### config.mk
export PLATFORM = sky130hd
export DESIGN_NAME = scoring_matrix_ctrl_flat
export DESIGN_NICKNAME = d
export VERILOG_FILES = /design/src/rtl/scoring_matrix_ctrl_if.sv /design/src/rtl/scoring_matrix_ctrl.sv /design/src/flat_wrapper.sv
export SDC_FILE = /design/constraint.sdc
export NUM_CORES = 1
export LEC_CHECK = 0
export ABC_AREA = 1
export CAP_MARGIN = 15
export CORE_MARGIN = 2
export CORE_UTILIZATION = 46
export CTS_BUF_LIST = sky130_fd_sc_hd__clkbuf_4 sky130_fd_sc_hd__clkbuf_8
export DETAILED_ROUTE_END_ITERATION = 7
export PLACE_DENSITY = 0.9
export SETUP_SLACK_MARGIN = 0.4
export SLEW_MARGIN = 40
export SYNTH_ARGS = -nofsm -noshare
export SYNTH_HDL_FRONTEND = slang
export SYNTH_SLANG_ARGS = --single-unit
export TNS_END_PERCENT = 20
### constraint.sdc
create_clock -name clk -period 4.2 [get_ports clk]
set_clock_uncertainty 0.05 [all_clocks]
set_input_delay 0.84 -clock clk [delete_from_list [all_inputs] [get_ports clk]]
set_output_delay 0.84 -clock clk [all_outputs]
set_load 0.02 [all_outputs]
### src/rtl/scoring_matrix_ctrl_if.sv
// Handshake and matrix-write bundle between producer, sequencer and consumer.
// round_count is only meaningful when SCORE_CTRL_STATS_EN is defined.
interface scoring_matrix_ctrl_if #(
    parameter int N       = 10,
    parameter int ROUND_W = 8
) ();
    logic                   start;
    logic                   abort;
    logic [N-1:0][1:0]      col_data;
    logic                   col_valid;
    logic                   col_ready;
    logic [N-1:0][1:0]      mat_data_in;
    logic [N-1:0]           mat_data_valid;
    logic                   mat_done;
    logic [$clog2(N)-1:0]   col_idx;
    logic                   busy;
    logic                   result_valid;
    logic                   result_ack;
    logic                   error;
    logic [ROUND_W-1:0]     round_count;

    modport master (
        output start, abort, col_data, col_valid, mat_done, result_ack,
        input  col_ready, mat_data_in, mat_data_valid, col_idx, busy,
        input  result_valid, error, round_count
    );

    modport slave (
        input  start, abort, col_data, col_valid, mat_done, result_ack,
        output col_ready, mat_data_in, mat_data_valid, col_idx, busy,
        output result_valid, error, round_count
    );
endinterface

### src/rtl/scoring_matrix_ctrl.sv
// Column sequencer in front of scoring_matrix: fill, wait for done, hand off.
// Optional round counter enabled by defining SCORE_CTRL_STATS_EN.
module scoring_matrix_ctrl #(
    parameter int N            = 10,
    parameter int DONE_TIMEOUT = 4,
    parameter int ROUND_W      = 8
) (
    input  logic                  clk,
    input  logic                  rst,
    scoring_matrix_ctrl_if.slave  bus
);
    localparam int IW = $clog2(N);
    localparam int CW = $clog2(DONE_TIMEOUT + 1);

    typedef enum logic [1:0] {IDLE, FILL, WAIT_DONE, RESULT} state_t;

    state_t            state, state_nxt;
    logic [IW-1:0]     idx;
    logic [CW-1:0]     cnt;
    logic [N-1:0][1:0] data_q;
    logic [N-1:0]      valid_q;
    logic              err_q;
    logic              accept, last, timeout;

    always_ff @(posedge clk) begin
        if (rst) state <= IDLE;
        else     state <= state_nxt;
    end

    always_comb begin
        accept    = (state == FILL) && bus.col_valid && !bus.abort;
        last      = (idx == IW'(N - 1));
        timeout   = (state == WAIT_DONE) && !bus.mat_done &&
                    (cnt == CW'(DONE_TIMEOUT - 1));
        state_nxt = state;
        if (bus.abort) begin
            state_nxt = IDLE;
        end else begin
            unique case (state)
                IDLE:      if (bus.start) state_nxt = FILL;
                FILL:      if (accept && last) state_nxt = WAIT_DONE;
                WAIT_DONE: begin
                    if (bus.mat_done)  state_nxt = RESULT;
                    else if (timeout)  state_nxt = IDLE;
                end
                RESULT:    if (bus.result_ack) state_nxt = IDLE;
                default:   state_nxt = IDLE;
            endcase
        end
    end

    // The write pulse is rebuilt every cycle, so it can never outlive its accept.
    always_ff @(posedge clk) begin
        if (rst) begin
            idx     <= '0;
            cnt     <= '0;
            data_q  <= '0;
            valid_q <= '0;
            err_q   <= 1'b0;
        end else begin
            valid_q <= '0;
            cnt     <= (state == WAIT_DONE) ? cnt + 1'b1 : '0;
            if (bus.abort) begin
                idx <= '0;
            end else begin
                if (state == IDLE && bus.start) begin
                    idx   <= '0;
                    err_q <= 1'b0;
                end
                if (accept) begin
                    data_q  <= bus.col_data;
                    valid_q <= {{(N-1){1'b0}}, 1'b1} << idx;
                    idx     <= last ? '0 : idx + 1'b1;
                end
                if (timeout) err_q <= 1'b1;
            end
        end
    end

`ifdef SCORE_CTRL_STATS_EN
    logic [ROUND_W-1:0] rounds;

    always_ff @(posedge clk) begin
        if (rst)
            rounds <= '0;
        else if (state == RESULT && bus.result_ack && !bus.abort)
            rounds <= rounds + 1'b1;
    end

    assign bus.round_count = rounds;
`else
    assign bus.round_count = '0;
`endif

    assign bus.col_ready      = (state == FILL) && !bus.abort;
    assign bus.busy           = (state == FILL) || (state == WAIT_DONE);
    assign bus.result_valid   = (state == RESULT);
    assign bus.col_idx        = idx;
    assign bus.mat_data_in    = data_q;
    assign bus.mat_data_valid = valid_q;
    assign bus.error          = err_q;
endmodule

### src/flat_wrapper.sv
// flat-port wrapper written by rule: the top's interface ports become plain ports
module scoring_matrix_ctrl_flat 
#(
    parameter int N            = 10,
    parameter int DONE_TIMEOUT = 4,
    parameter int ROUND_W      = 8
)
  (clk, rst, bus_start, bus_abort, bus_col_data, bus_col_valid, bus_mat_done, bus_result_ack, bus_col_ready, bus_mat_data_in, bus_mat_data_valid, bus_col_idx, bus_busy, bus_result_valid, bus_error, bus_round_count);
  scoring_matrix_ctrl_if #(.N(N), .ROUND_W(ROUND_W)) bus_i ();
  input  logic clk;
  input  logic rst;
  input wire logic [$bits(bus_i.start)-1:0] bus_start;
  input wire logic [$bits(bus_i.abort)-1:0] bus_abort;
  input wire logic [$bits(bus_i.col_data)-1:0] bus_col_data;
  input wire logic [$bits(bus_i.col_valid)-1:0] bus_col_valid;
  input wire logic [$bits(bus_i.mat_done)-1:0] bus_mat_done;
  input wire logic [$bits(bus_i.result_ack)-1:0] bus_result_ack;
  output wire logic [$bits(bus_i.col_ready)-1:0] bus_col_ready;
  output wire logic [$bits(bus_i.mat_data_in)-1:0] bus_mat_data_in;
  output wire logic [$bits(bus_i.mat_data_valid)-1:0] bus_mat_data_valid;
  output wire logic [$bits(bus_i.col_idx)-1:0] bus_col_idx;
  output wire logic [$bits(bus_i.busy)-1:0] bus_busy;
  output wire logic [$bits(bus_i.result_valid)-1:0] bus_result_valid;
  output wire logic [$bits(bus_i.error)-1:0] bus_error;
  output wire logic [$bits(bus_i.round_count)-1:0] bus_round_count;
  assign bus_i.start = bus_start;
  assign bus_i.abort = bus_abort;
  assign bus_i.col_data = bus_col_data;
  assign bus_i.col_valid = bus_col_valid;
  assign bus_i.mat_done = bus_mat_done;
  assign bus_i.result_ack = bus_result_ack;
  assign bus_col_ready = bus_i.col_ready;
  assign bus_mat_data_in = bus_i.mat_data_in;
  assign bus_mat_data_valid = bus_i.mat_data_valid;
  assign bus_col_idx = bus_i.col_idx;
  assign bus_busy = bus_i.busy;
  assign bus_result_valid = bus_i.result_valid;
  assign bus_error = bus_i.error;
  assign bus_round_count = bus_i.round_count;
  scoring_matrix_ctrl #(.N(N), .DONE_TIMEOUT(DONE_TIMEOUT), .ROUND_W(ROUND_W)) u_core (.clk(clk), .rst(rst), .bus(bus_i));
endmodule
==> summary.md <==
| Metric | Value |
|---|---|
| Cell internal pwr | `0.0005648 W` |
| Count of non-filler cells in the finished layout | `319` |
| Area Growth Syn to Fin | `43.53%` |
| # diodes | `0` |
| Layout cells sized above 1 | `6.960%` |
| WS Path Type | `in -> out` |
| Fin crit period | `2.975 ns` |
| Drt via density | `4.630` |
| Final #Nets | `306` |
| Placed Area | `0.002267 mm^2` |
| Crit-path cells | `clkdlybuf4s50_1 -> nor2_1 -> clkdlybuf4s50_1` |
| GRT Total Usage | `18.31%` |
| Async SR Flop Fraction | `0%` |
| CTS Root Buffer Type | `clkbuf_4` |
| DR DRC count | `0` |
| Largest net degree at the start of global routing | `28` |
| Post-route cell area | `0.002347 mm^2` |
| Most used DFF post-synth | `dfxtp_1` |
| Dpl cells | `311` |
| # IOs | `73` |
| Highest clock rate | `336.2 MHz` |
| Final Util | `69.79%` |
| Mapped Cells | `209` |
| DRT iter0 DRCs | `46` |
| ANT nets after route | `0` |
| CP max FO | `4` |
| CTS buffer count | `5` |
| Routed wire per std cell | `10.91 um` |
| First-pass GRT wire length | `5878 um` |
| Syn Area/Cell | `7.824 um^2` |
| Post-CTS setup buffers | `0` |
| Starting Density | `48.62%` |
| DR vias | `1477` |
| Final period util | `70.83%` |
| Hpwl dp | `2588 um` |
| CTS HTree Levels | `2` |
| CTS sink count | `40` |
| Global placement routability congestion | `0.7926` |
| Max incr delay on CP | `0.60 ns` |
| Critical Path AT | `2.08 ns` |
| Slew @ Worst Pin | `0.6371 ns` |
| Leakage | `0.9730 nW` |
| CTS tree | `yes` |
| Core Footprint | `0.003363 mm^2` |
| Synthesized cell area | `0.001635 mm^2` |
| Die Span Y | `63.63 um` |
| Setup Viol. Count Final | `0` |
| Clock tree buffer depth | `2` |
| Sequential share of power | `53.2%` |
| Pwr dens | `314.8 mW/mm^2` |
| DIE AREA | `0.004048 mm^2` |
| DR pass1 iterations | `4` |
| WL final | `3479 um` |
| Unique masters post-synth | `23` |
| Vias in the first global route | `1407` |
| Clk pwr share | `33.9%` |
| Register area | `800.8 um^2` |
| Switching Share | `23.55%` |
| # fillers | `309` |
| Combinational Power Share | `12.9%` |
| Width of the die | `63.63 um` |
| Worst Setup End Kind | `primary output` |
| Worst-Skew Late Latency | `0.34 ns` |
| Worst-path clk slew | `0.11 ns` |
| Synth Register Bits | `40` |
| Critical Path Slowest Stage Cell | `clkdlybuf4s50_1` |
| Cts repair resizes | `0` |
| Sequential-to-total area share from yosys stat | `48.97%` |
| Port Buffer Count | `64` |
| Site Rows | `21` |
| Final Slew Violations | `0` |
| Cts hold-fix bufs | `0` |
| RSZ-0062 raised after global routing | `false` |
| Gr ovfl total | `0` |
| Final hold vios | `0` |
| HP Class | `reg -> reg` |
| Post-synth EDFFs | `0` |
| WP data required | `3.31 ns` |
| Max Cap Viol | `0` |
| CP Launch Type | `input port` |
| Most frequent CP cell | `clkdlybuf4s50_1` |
| Initial antenna violation count | `0` |
| Status | `completed` |
| Footprint of the multi-input gates | `696.9 um^2` |
| NetSw | `0.0001740 W` |
| Synth Warn # | `0` |
| Slew Limit Headroom | `57.48%` |
| Peak supply drop | `0.0002822 V` |
| Setup TNS Final | `0 ns` |
==> sequential cells by signal (all words and copies together), names as in the netlist <==
register	count
u_core.bus.col_idx	4
u_core.state	2
u_core.cnt	3
u_core.bus.mat_data_valid	10
u_core.bus.mat_data_in	20
u_core.bus.error	1
==> final cells by class <==
cell class                 instances  area share [%]
multi-input combinational        143           29.69
timing repair buffer              65           27.61
clock buffer                       6           1.919
inverter                          17           2.719
sequential                        40           34.12
tap                               46           2.452
clock inverter                     2           1.493
==> cells by family after synthesis <==
logic type	count (synthesis)	share of synthesized area [%]
fa+ha+maj	7	5.356
other cells	1	0.2293
compound gates	32	10.18
simple gates	95	24.71
flops	40	48.97
xor+xnor	1	0.5357
buf+inv	33	10.02
==> path summary, 6_finish.rpt <==
| kind | slack [ns] | to | cells past startpoint | from |
|---|---|---|---|---|
| worst max-delay path | 1.23 | bus_col_ready | 3 | bus_abort |
| worst max register to register | 1.90 | u_core.bus.col_idx[1] | 10 | u_core.state[1] |
| worst min register to register | 0.38 | u_core.cnt[0] | 1 | u_core.cnt[0] |
| worst min-delay path | 0.38 | u_core.cnt[0] | 1 | u_core.cnt[0] |
==> cells in the mapped netlist (all sizes together), types with 2 or more instances <==
| library cell | n | share of area [%] |
|---|---|---|
| nor2 | 64 | 15 |
| nand3 | 6 | 1.8 |
| nand2 | 22 | 5.8 |
| a21oi | 6 | 2.1 |
| dfxtp | 40 | 49 |
| buf | 13 | 5.4 |
| o21ai | 25 | 7.7 |
| clkbuf | 3 | 0.76 |
| inv | 17 | 3.9 |
| ha | 7 | 5.4 |
| nor3 | 2 | 1.2 |
==> critical path: cells and delay by family <==
family	cells	cell delay, ns
simple gates	1	0.14
buf+inv	2	1.11
==> cell usage in the layout (no fill, tap or decap), types with 2 or more instances in the layout <==
master           instances
clkdlybuf4s50_1         64
nor2_1                  61
dfxtp_1                 40
o21ai_0                 25
nand2_1                 19
inv_1                   16
conb_1                   8
ha_1                     7
nand3_1                  6
clkbuf_4                 6
a21oi_1                  5
nor2_2                   2
nand2_2                  2
nor3_2                   2
==> through the flow <==
step | power, W | setup slack (ns) | hold slack (ns)
2_1_floorplan | 0.0004543 | 2.177 | 0.3492
3_3_place_gp | 0.0004945 | 1.243 | 0.3583
3_5_place_dp | 0.0004961 | 1.227 | 0.3653
4_1_cts | 0.0007434 | 1.225 | 0.3813
5_1_grt | 0.0007730 | 1.202 | 0.3939
6_report | 0.0007388 | 1.225 | 0.3766
==> metal layers <==
layer,GRT usage (%),wire length [um],vias up
met2,32.63,1793,44
li1,-,-,764
met3,4.821,182,3
met1,21.03,1479,666
met4,6.250,23,0
met5,0,0,-
==> power groups by stage <==
stage	sequential, W	combinational [W]	clock (W)
4_1_cts	0.000393	0.0000959	0.000255
6_report	0.000393	0.0000953	0.000251
3_5_place_dp	0.000401	0.0000949	0
5_1_grt	0.000394	0.000105	0.000274
2_1_floorplan	0.000408	0.0000463	0
3_3_place_gp	0.000401	0.0000936	0
Note: power is estimated with default switching activity, not from simulation.
